<file path="config.mk">
export PLATFORM = sky130hd
export DESIGN_NAME = router_pkt_source
export DESIGN_NICKNAME = d
export VERILOG_FILES = /design/src/rtl/router_pkg.sv /design/src/rtl/router_pkt_source.sv
export SDC_FILE = /design/constraint.sdc
export NUM_CORES = 1
export LEC_CHECK = 0
export CORE_UTILIZATION = 50
export DETAILED_ROUTE_END_ITERATION = 6
export PLACE_DENSITY = 0.78
export SYNTH_ARGS = -nofsm -noshare
export SYNTH_HDL_FRONTEND = slang
export SYNTH_SLANG_ARGS = --single-unit
export TNS_END_PERCENT = 50
</file>
<file path="constraint.sdc">
create_clock -name clk -period 2.35 [get_ports clk]
set_input_delay 0.3525 -clock clk [delete_from_list [all_inputs] [get_ports clk]]
set_output_delay 0.3525 -clock clk [all_outputs]
set_load 0.05 [all_outputs]
</file>
<file path="src/rtl/router_pkg.sv">
// Shared types and header helpers for the router byte-serial packet protocol.
// Pure declarations: no latency, no flow control.
package router_pkg;

    typedef enum logic [2:0] {
        ST_IDLE = 3'd0,
        ST_HDR  = 3'd1,
        ST_PLD  = 3'd2,
        ST_PAR  = 3'd3,
        ST_GAP  = 3'd4
    } state_t;

    localparam int LEN_W  = 6;
    localparam int ADDR_W = 2;
    localparam int BYTE_W = 8;

    localparam logic [ADDR_W-1:0] ADDR_INVALID = 2'b11;

    function automatic logic [BYTE_W-1:0] pack_hdr(
        input logic [LEN_W-1:0]  len,
        input logic [ADDR_W-1:0] addr
    );
        return {len, addr};
    endfunction

endpackage

</file>
<file path="src/rtl/router_pkt_source.sv">
// Descriptor-driven packet transmitter: header, payload, parity byte; header one cycle after req.
// Router busy stalls the byte on data_out in place; req is only sampled in IDLE.
module router_pkt_source
    import router_pkg::*;
#(
    parameter int IFG = 2
) (
    input  logic              clk,
    input  logic              rstn,
    input  logic              req,
    input  logic [ADDR_W-1:0] req_addr,
    input  logic [LEN_W-1:0]  req_len,
    input  logic [BYTE_W-1:0] req_seed,
    input  logic              req_bad_par,
    output logic              req_ack,
    output logic              req_rej,
    input  logic              busy,
    output logic              pkt_valid,
    output logic [BYTE_W-1:0] data_out,
    output logic              pkt_done,
    output logic              tx_active,
    output logic [BYTE_W-1:0] parity_out
);

    localparam logic [3:0] GAP_LAST = (IFG > 0) ? 4'(IFG - 1) : 4'd0;

    state_t            state_q, state_d;
    logic [LEN_W-1:0]  len_q, len_d;
    logic [BYTE_W-1:0] seed_q, seed_d;
    logic              bad_q, bad_d;
    logic [BYTE_W-1:0] acc_q, acc_d;
    logic [LEN_W-1:0]  cnt_q, cnt_d;
    logic [3:0]        gap_q, gap_d;

    logic              req_ack_q, req_ack_d;
    logic              req_rej_q, req_rej_d;
    logic              pkt_valid_q, pkt_valid_d;
    logic [BYTE_W-1:0] data_out_q, data_out_d;
    logic              pkt_done_q, pkt_done_d;
    logic              tx_active_q, tx_active_d;
    logic [BYTE_W-1:0] parity_out_q, parity_out_d;

    logic [BYTE_W-1:0] acc_nxt;
    logic [BYTE_W-1:0] hdr;

    always_comb begin
        state_d      = state_q;
        len_d        = len_q;
        seed_d       = seed_q;
        bad_d        = bad_q;
        acc_d        = acc_q;
        cnt_d        = cnt_q;
        gap_d        = gap_q;
        req_ack_d    = 1'b0;
        req_rej_d    = 1'b0;
        pkt_done_d   = 1'b0;
        pkt_valid_d  = pkt_valid_q;
        data_out_d   = data_out_q;
        parity_out_d = parity_out_q;
        acc_nxt      = acc_q;
        hdr          = pack_hdr(req_len, req_addr);

        unique case (state_q)
            ST_IDLE: begin
                if (req) begin
                    if (req_addr == ADDR_INVALID) begin
                        req_rej_d = 1'b1;
                    end else begin
                        req_ack_d   = 1'b1;
                        len_d       = req_len;
                        seed_d      = req_seed;
                        bad_d       = req_bad_par;
                        acc_d       = hdr;
                        data_out_d  = hdr;
                        pkt_valid_d = 1'b1;
                        state_d     = ST_HDR;
                    end
                end
            end
            ST_HDR: begin
                if (!busy) begin
                    if (len_q == '0) begin
                        state_d     = ST_PAR;
                        pkt_valid_d = 1'b0;
                        data_out_d  = bad_q ? ~acc_q : acc_q;
                    end else begin
                        state_d    = ST_PLD;
                        cnt_d      = '0;
                        data_out_d = seed_q;
                    end
                end
            end
            ST_PLD: begin
                if (!busy) begin
                    // Fold the byte leaving this edge so the parity byte is ready next cycle.
                    acc_nxt = acc_q ^ data_out_q;
                    acc_d   = acc_nxt;
                    if (cnt_q == len_q - 6'd1) begin
                        state_d     = ST_PAR;
                        pkt_valid_d = 1'b0;
                        data_out_d  = bad_q ? ~acc_nxt : acc_nxt;
                    end else begin
                        cnt_d      = cnt_q + 6'd1;
                        data_out_d = data_out_q + 8'd1;
                    end
                end
            end
            ST_PAR: begin
                if (!busy) begin
                    pkt_done_d   = 1'b1;
                    parity_out_d = data_out_q;
                    data_out_d   = '0;
                    gap_d        = '0;
                    state_d      = (IFG == 0) ? ST_IDLE : ST_GAP;
                end
            end
            ST_GAP: begin
                if (gap_q == GAP_LAST) begin
                    state_d = ST_IDLE;
                end else begin
                    gap_d = gap_q + 4'd1;
                end
            end
            default: begin
                state_d     = ST_IDLE;
                pkt_valid_d = 1'b0;
                data_out_d  = '0;
            end
        endcase

        tx_active_d = (state_d != ST_IDLE);
    end

    always_ff @(posedge clk or negedge rstn) begin
        if (!rstn) begin
            state_q      <= ST_IDLE;
            len_q        <= '0;
            seed_q       <= '0;
            bad_q        <= 1'b0;
            acc_q        <= '0;
            cnt_q        <= '0;
            gap_q        <= '0;
            req_ack_q    <= 1'b0;
            req_rej_q    <= 1'b0;
            pkt_valid_q  <= 1'b0;
            data_out_q   <= '0;
            pkt_done_q   <= 1'b0;
            tx_active_q  <= 1'b0;
            parity_out_q <= '0;
        end else begin
            state_q      <= state_d;
            len_q        <= len_d;
            seed_q       <= seed_d;
            bad_q        <= bad_d;
            acc_q        <= acc_d;
            cnt_q        <= cnt_d;
            gap_q        <= gap_d;
            req_ack_q    <= req_ack_d;
            req_rej_q    <= req_rej_d;
            pkt_valid_q  <= pkt_valid_d;
            data_out_q   <= data_out_d;
            pkt_done_q   <= pkt_done_d;
            tx_active_q  <= tx_active_d;
            parity_out_q <= parity_out_d;
        end
    end

    assign req_ack    = req_ack_q;
    assign req_rej    = req_rej_q;
    assign pkt_valid  = pkt_valid_q;
    assign data_out   = data_out_q;
    assign pkt_done   = pkt_done_q;
    assign tx_active  = tx_active_q;
    assign parity_out = parity_out_q;

endmodule

</file>
# Yosys cells after proc, flatten, opt, wreduce, memory -nomap -nowiden

Cells that the tools add are included.

Flip-flop bits (word level): 57
Latch bits: 0
Memory bits (writable): 0
Bits in read-only memories: 0
Input port bits: 21
Output and inout bits: 21
Logic and storage cells: 100
Memories: 0

$add $sub $neg: 4
Multipliers: 0
Div/mod/pow operators: 0
Order comparisons: 0
Eq/ne operators: 17
Shift-type cells: 0
Muxes and demuxes: 44
Bitwise logic cells: 7
Reductions and logical operators: 14

Operators by type and width:

| kind                                                | number |
|---|---|
| 2-to-1 mux 8 bit                                    | 10 |
| one-hot mux 8 bit (5 select lines)                  | 1 |
| 2-to-1 mux 6 bit                                    | 4 |
| 2-to-1 mux 3 bit                                    | 7 |
| inequality test 2 bit, second input constant        | 10 |
| inverter 8 bit                                      | 2 |
| one-hot mux 8 bit (2 select lines)                  | 1 |
| 2-to-1 mux 1 bit                                    | 15 |
| one-hot mux 3 bit (5 select lines)                  | 1 |
| one-hot mux 6 bit (2 select lines)                  | 1 |
| adder 8 x 1 -> 8 bit, second input constant         | 1 |
| 2-to-1 mux 4 bit                                    | 2 |
| one-hot mux 4 bit (2 select lines)                  | 1 |
| XOR 8 bit                                           | 1 |
| AND reduction 7 bit                                 | 1 |
| adder 6 x 1 -> 6 bit, second input constant         | 1 |
| equality test 3 x 2 -> 1 bit, second input constant | 2 |
| equality test 6 bit                                 | 1 |
| logical NOT 6 bit                                   | 1 |
| AND reduction 3 bit                                 | 2 |
| AND reduction 6 bit                                 | 1 |
| nonzero test 2 bit                                  | 3 |
| subtractor 6 x 1 -> 6 bit, second input constant    | 1 |
| AND reduction 5 bit                                 | 1 |
| 12 further kinds                                    | 15 |

# Longest topological paths before layout

Depth after elaboration: 6
Mapped depth: 9
Gate-level depth less buffers: 8

# Worst setup path before layout

OpenSTA, ideal clock, no wires.

Path type: flip-flop to flip-flop
Start: register len_q[0]
End: register data_out_q[7], in the netlist data_out[7]
Setup time: 0.082 ns
Data arrival time: 2.351 ns
Required time: 2.268 ns
Slack: -0.083 ns
Stages on the path, launching flop included: 10
Buffers on the path: 1
Clock period less this slack: 2.433 ns
Cells stage by stage: dfrtp_1 > inv_1 > ha_1 > or3b_1 > a211oi_2 > o211ai_2 > or2_1 > buf_6 > or3_1 > a31oi_1

Cells in the longest elaborated chain, start to end: 5
Elaborated cells on any way between the ends: 8
Those cells by class: add/sub (1); eq/ne (1); mux (5); reduce/logical (1)

RTL lines:

| item                                 | RTL line                 | RTL |
|---|---|---|
| from (decl)                          | router_pkt_source.sv:28  | `logic [LEN_W-1:0] len_q, len_d;` |
| from (signal assigned)               | router_pkt_source.sv:152 | `len_q <= len_d;` |
| subtractor 6 x 1 -> 6 bit            | router_pkt_source.sv:98  | `if (cnt_q == len_q - 6'd1) begin` |
| equality test 6 bit                  | router_pkt_source.sv:98  |  |
| 2-to-1 mux 8 bit                     | router_pkt_source.sv:98  |  |
| 2-to-1 mux 8 bit                     | router_pkt_source.sv:94  | `if (!busy) begin` |
| one-hot mux 8 bit (5 select lines) * | router_pkt_source.sv:63  | `unique case (state_q)` |
| to (signal assigned)                 | router_pkt_source.sv:161 | `data_out_q <= data_out_d;` |
| to (decl)                            | router_pkt_source.sv:38  | `logic [BYTE_W-1:0] data_out_q, data_out_d;` |

Every way passes the cells marked *; elsewhere a longest branch is shown, timed or not. The select of a mux whose other input is x is not followed.
A chain may end at the register's enable or synchronous reset.

# Worst setup path after layout

Start: register len_q[0]
End: register data_out_q[4], in the netlist data_out[4]

Same word-level chain as after synthesis.

==> metrics <==
status=complete, but fails checks; failing checks=setup timing; Max FO, Critical Path=11; WL per Instance=16.8 um; WP data arrival=2.61 ns; NumNets Final=473; total track usage=27.0%; Synth top cells by count=nand2_1 (63), dfrtp_1 (57), o21ai_0 (29), nor2_1 (19), a21oi_1 (18); worst clock skew=0.0101 ns; asr flop ratio synth=100%; syn nets=399; fin crit period=2.40 ns; I/O pin count=42; GRT met1 Usage=37.1%; met2 usage=42.1%; drc violations=0; Port Buffers=41; RSZ-0062 raised after global routing=true; M3 GR Usage=6.46%; Initial Util=51.9%; Max-cap violations=0; largest net degree at the start of global routing=31; critical path capture point type=flop; diodes inserted=0; grt total ovfl=0; vias per cell=5.99; latest clock arrival within the worst-skew pair=0.35 ns; pwr/cell area=1540 nW/um2; Worst-path clk slew=0.07 ns; CTS tree=done; first-pass GRT wire length=14700 um; multi-input logic area=1890 um2; Synth area leader=dfrtp_1; Die W=83.4 um; initial antenna violation count=0; Tcrit/Tclk final=102%; share of the synthesized area in the top cell type=43.1%; fmax=0.417 GHz; core area=6390 um2; gpl congestion=0.881; Seq cells post-synth=57; Min-Delay Path Class=input pin to async pin; worst reg-to-reg path cell count=9; fin. max-slew vios=0; FILL cells=501; via count=3162; fin area=4420 um2; most frequent cell after synthesis=nand2_1; post-route insts no fill=528; full die area=6950 um2; LEAKAGE=0.00191 uW; Max IR drop VDD=1.17 mV; DP HPWL=6230 um; area delta synth->final=33.4%; fin worst setup slack=-0.0508 ns; layout cells sized above 1=22.8%; Worst Tran Pin Value=0.638 ns; Critical Path RT=2.56 ns; TritonCTS buffer count=9; CTS root buffer=clkbuf_8; WHS=0.0205 ns; post-synth cell types=60; DP Area=4010 um2; YS warnings=0; Synth area leaders=dfrtp_1 (43%), nand2_1 (7.1%), o21ai_0 (4.4%); R2R Setup Slk=-0.05 ns; Worst Setup Path Type=flop to flop; Initial DRT Pass Iterations=4; Critical Path Start Type=flop; Core Util, Final=69.2%; Worst R2R Start=len_q[0]; Cells after Synth=372; Power, Total=6790 uW; register area=1430 um2; FF-to-FF End=data_out[4]; grt peak-use layer=met2; dpl cells=503; CTS Buffer Depth=2; vias in the first global route=2968; ANT nets after route=0; Post-Syn Area=3310 um2; Row Count=29; sequential share of the synthesized area=43.1%; final setup fails=3; final WL=8880 um; Syn Area/Cell=8.90 um2; 1st-iter DRT viols=250; EDFF count, synth=0; DIE HEIGHT=83.4 um; CTS Sinks=57; ys flop type=dfrtp_1; Worst slew margin=57.5%; CTS H-tree depth=3; Fin. Hold Viols=0
cells by family (layout without fill, tap and decap cells):
family,count (synthesis),in the layout,synth area share (%)
muxes,18,18,5.82
buffers and inverters,36,115,4.50
AOI/OAI and AO/OA,90,90,18.2
xor gates and xnor gates,17,17,4.50
DFF,57,57,43.1
adders and majority gates,7,7,2.57
and+or+nand+nor,147,147,21.4
power by group:
part	switching, uW	internal (uW)	leakage, uW	total, uW
logic	2330	1650	0.00110	3980
registers	475	1410	0.000714	1880
clock network	409	515	0.0000953	924
how the worst max path moves through the flow:
stage,startpoint,slack [ns],cells past startpoint,endpoint
2_1_floorplan,len_q[0],0.02,9,data_out[7]
3_3_place_gp,len_q[1],0.002,9,data_out[4]
3_5_place_dp,len_q[1],-0.13,9,data_out[4]
4_1_cts,len_q[0],-0.06,10,data_out[4]
5_1_grt,len_q[1],-0.12,9,data_out[5]
6_report,len_q[0],-0.05,9,data_out[4]
registers in the layout, summed over array words and instances, names as in the netlist:
signal,flops
pkt_valid,1
req_ack,1
seed_q,8
parity_out,8
pkt_done,1
state_q,3
gap_q,4
data_out,8
bad_q,1
acc_q,8
tx_active,1
req_rej,1
len_q,6
cnt_q,6
stage by stage:
step	setup TNS (ns)	setup slack, ns
floorplan	0	0.0222
global route	-0.657	-0.121
finish	-0.0959	-0.0508
CTS	-0.167	-0.0645
global placement	0	0.00249
detailed placement	-0.577	-0.127
layout make-up:
type | instances | share of cell area (%)
Clock buffer | 11 | 3.20
Sequential cell | 57 | 32.3
Tap cell | 77 | 2.18
Inverter | 15 | 1.27
Timing Repair Buffer | 84 | 17.1
Clock inverter | 5 | 1.25
Multi-Input combinational cell | 279 | 42.7
per-layer routing:
layer / vias to the layer above / wire length (um)
li1: 1482 / -
met1: 1509 / 3810
met2: 151 / 4230
met3: 20 / 675
met4: 0 / 167
met5: - / 0
layout by cell type, fill, tap and decap left out, types with 4 or more instances in the layout:
master           Yosys  layout
nand2_1             63      63
dfrtp_1             57      57
clkdlybuf4s50_1      0      40
buf_4                1      38
o21ai_0             29      26
a21oi_1             18      18
nor2_1              19      17
inv_1               14      12
nand3_1             12      12
xor2_1              10      10
mux2_2              10      10
clkbuf_8             0      10
or3_1                8       8
mux2i_1              8       8
xnor2_1              7       7
nand2b_1             7       7
nor3_1               8       6
and3_1               5       5
o211ai_1             5       5
ha_1                 6       5
a22oi_1              4       4
buf_6                1       4
worst max-delay path, cell delays in order, from the launching register on:
cell,delay [ns]
dfrtp_1,0.37
inv_2,0.06
ha_4,0.15
buf_4,0.13
or3_1,0.33
and4_2,0.33
buf_4,0.22
o31a_1,0.33
a221oi_2,0.22
o211ai_1,0.13
repair_timing:
action,in CTS,in global routing
resized for setup,21,16
buffers inserted,7,2
pin swaps,18,14
setup endpoints to repair,8,14
hold buffers,0,0
No activity file was read; power rests on OpenSTA's default activity.
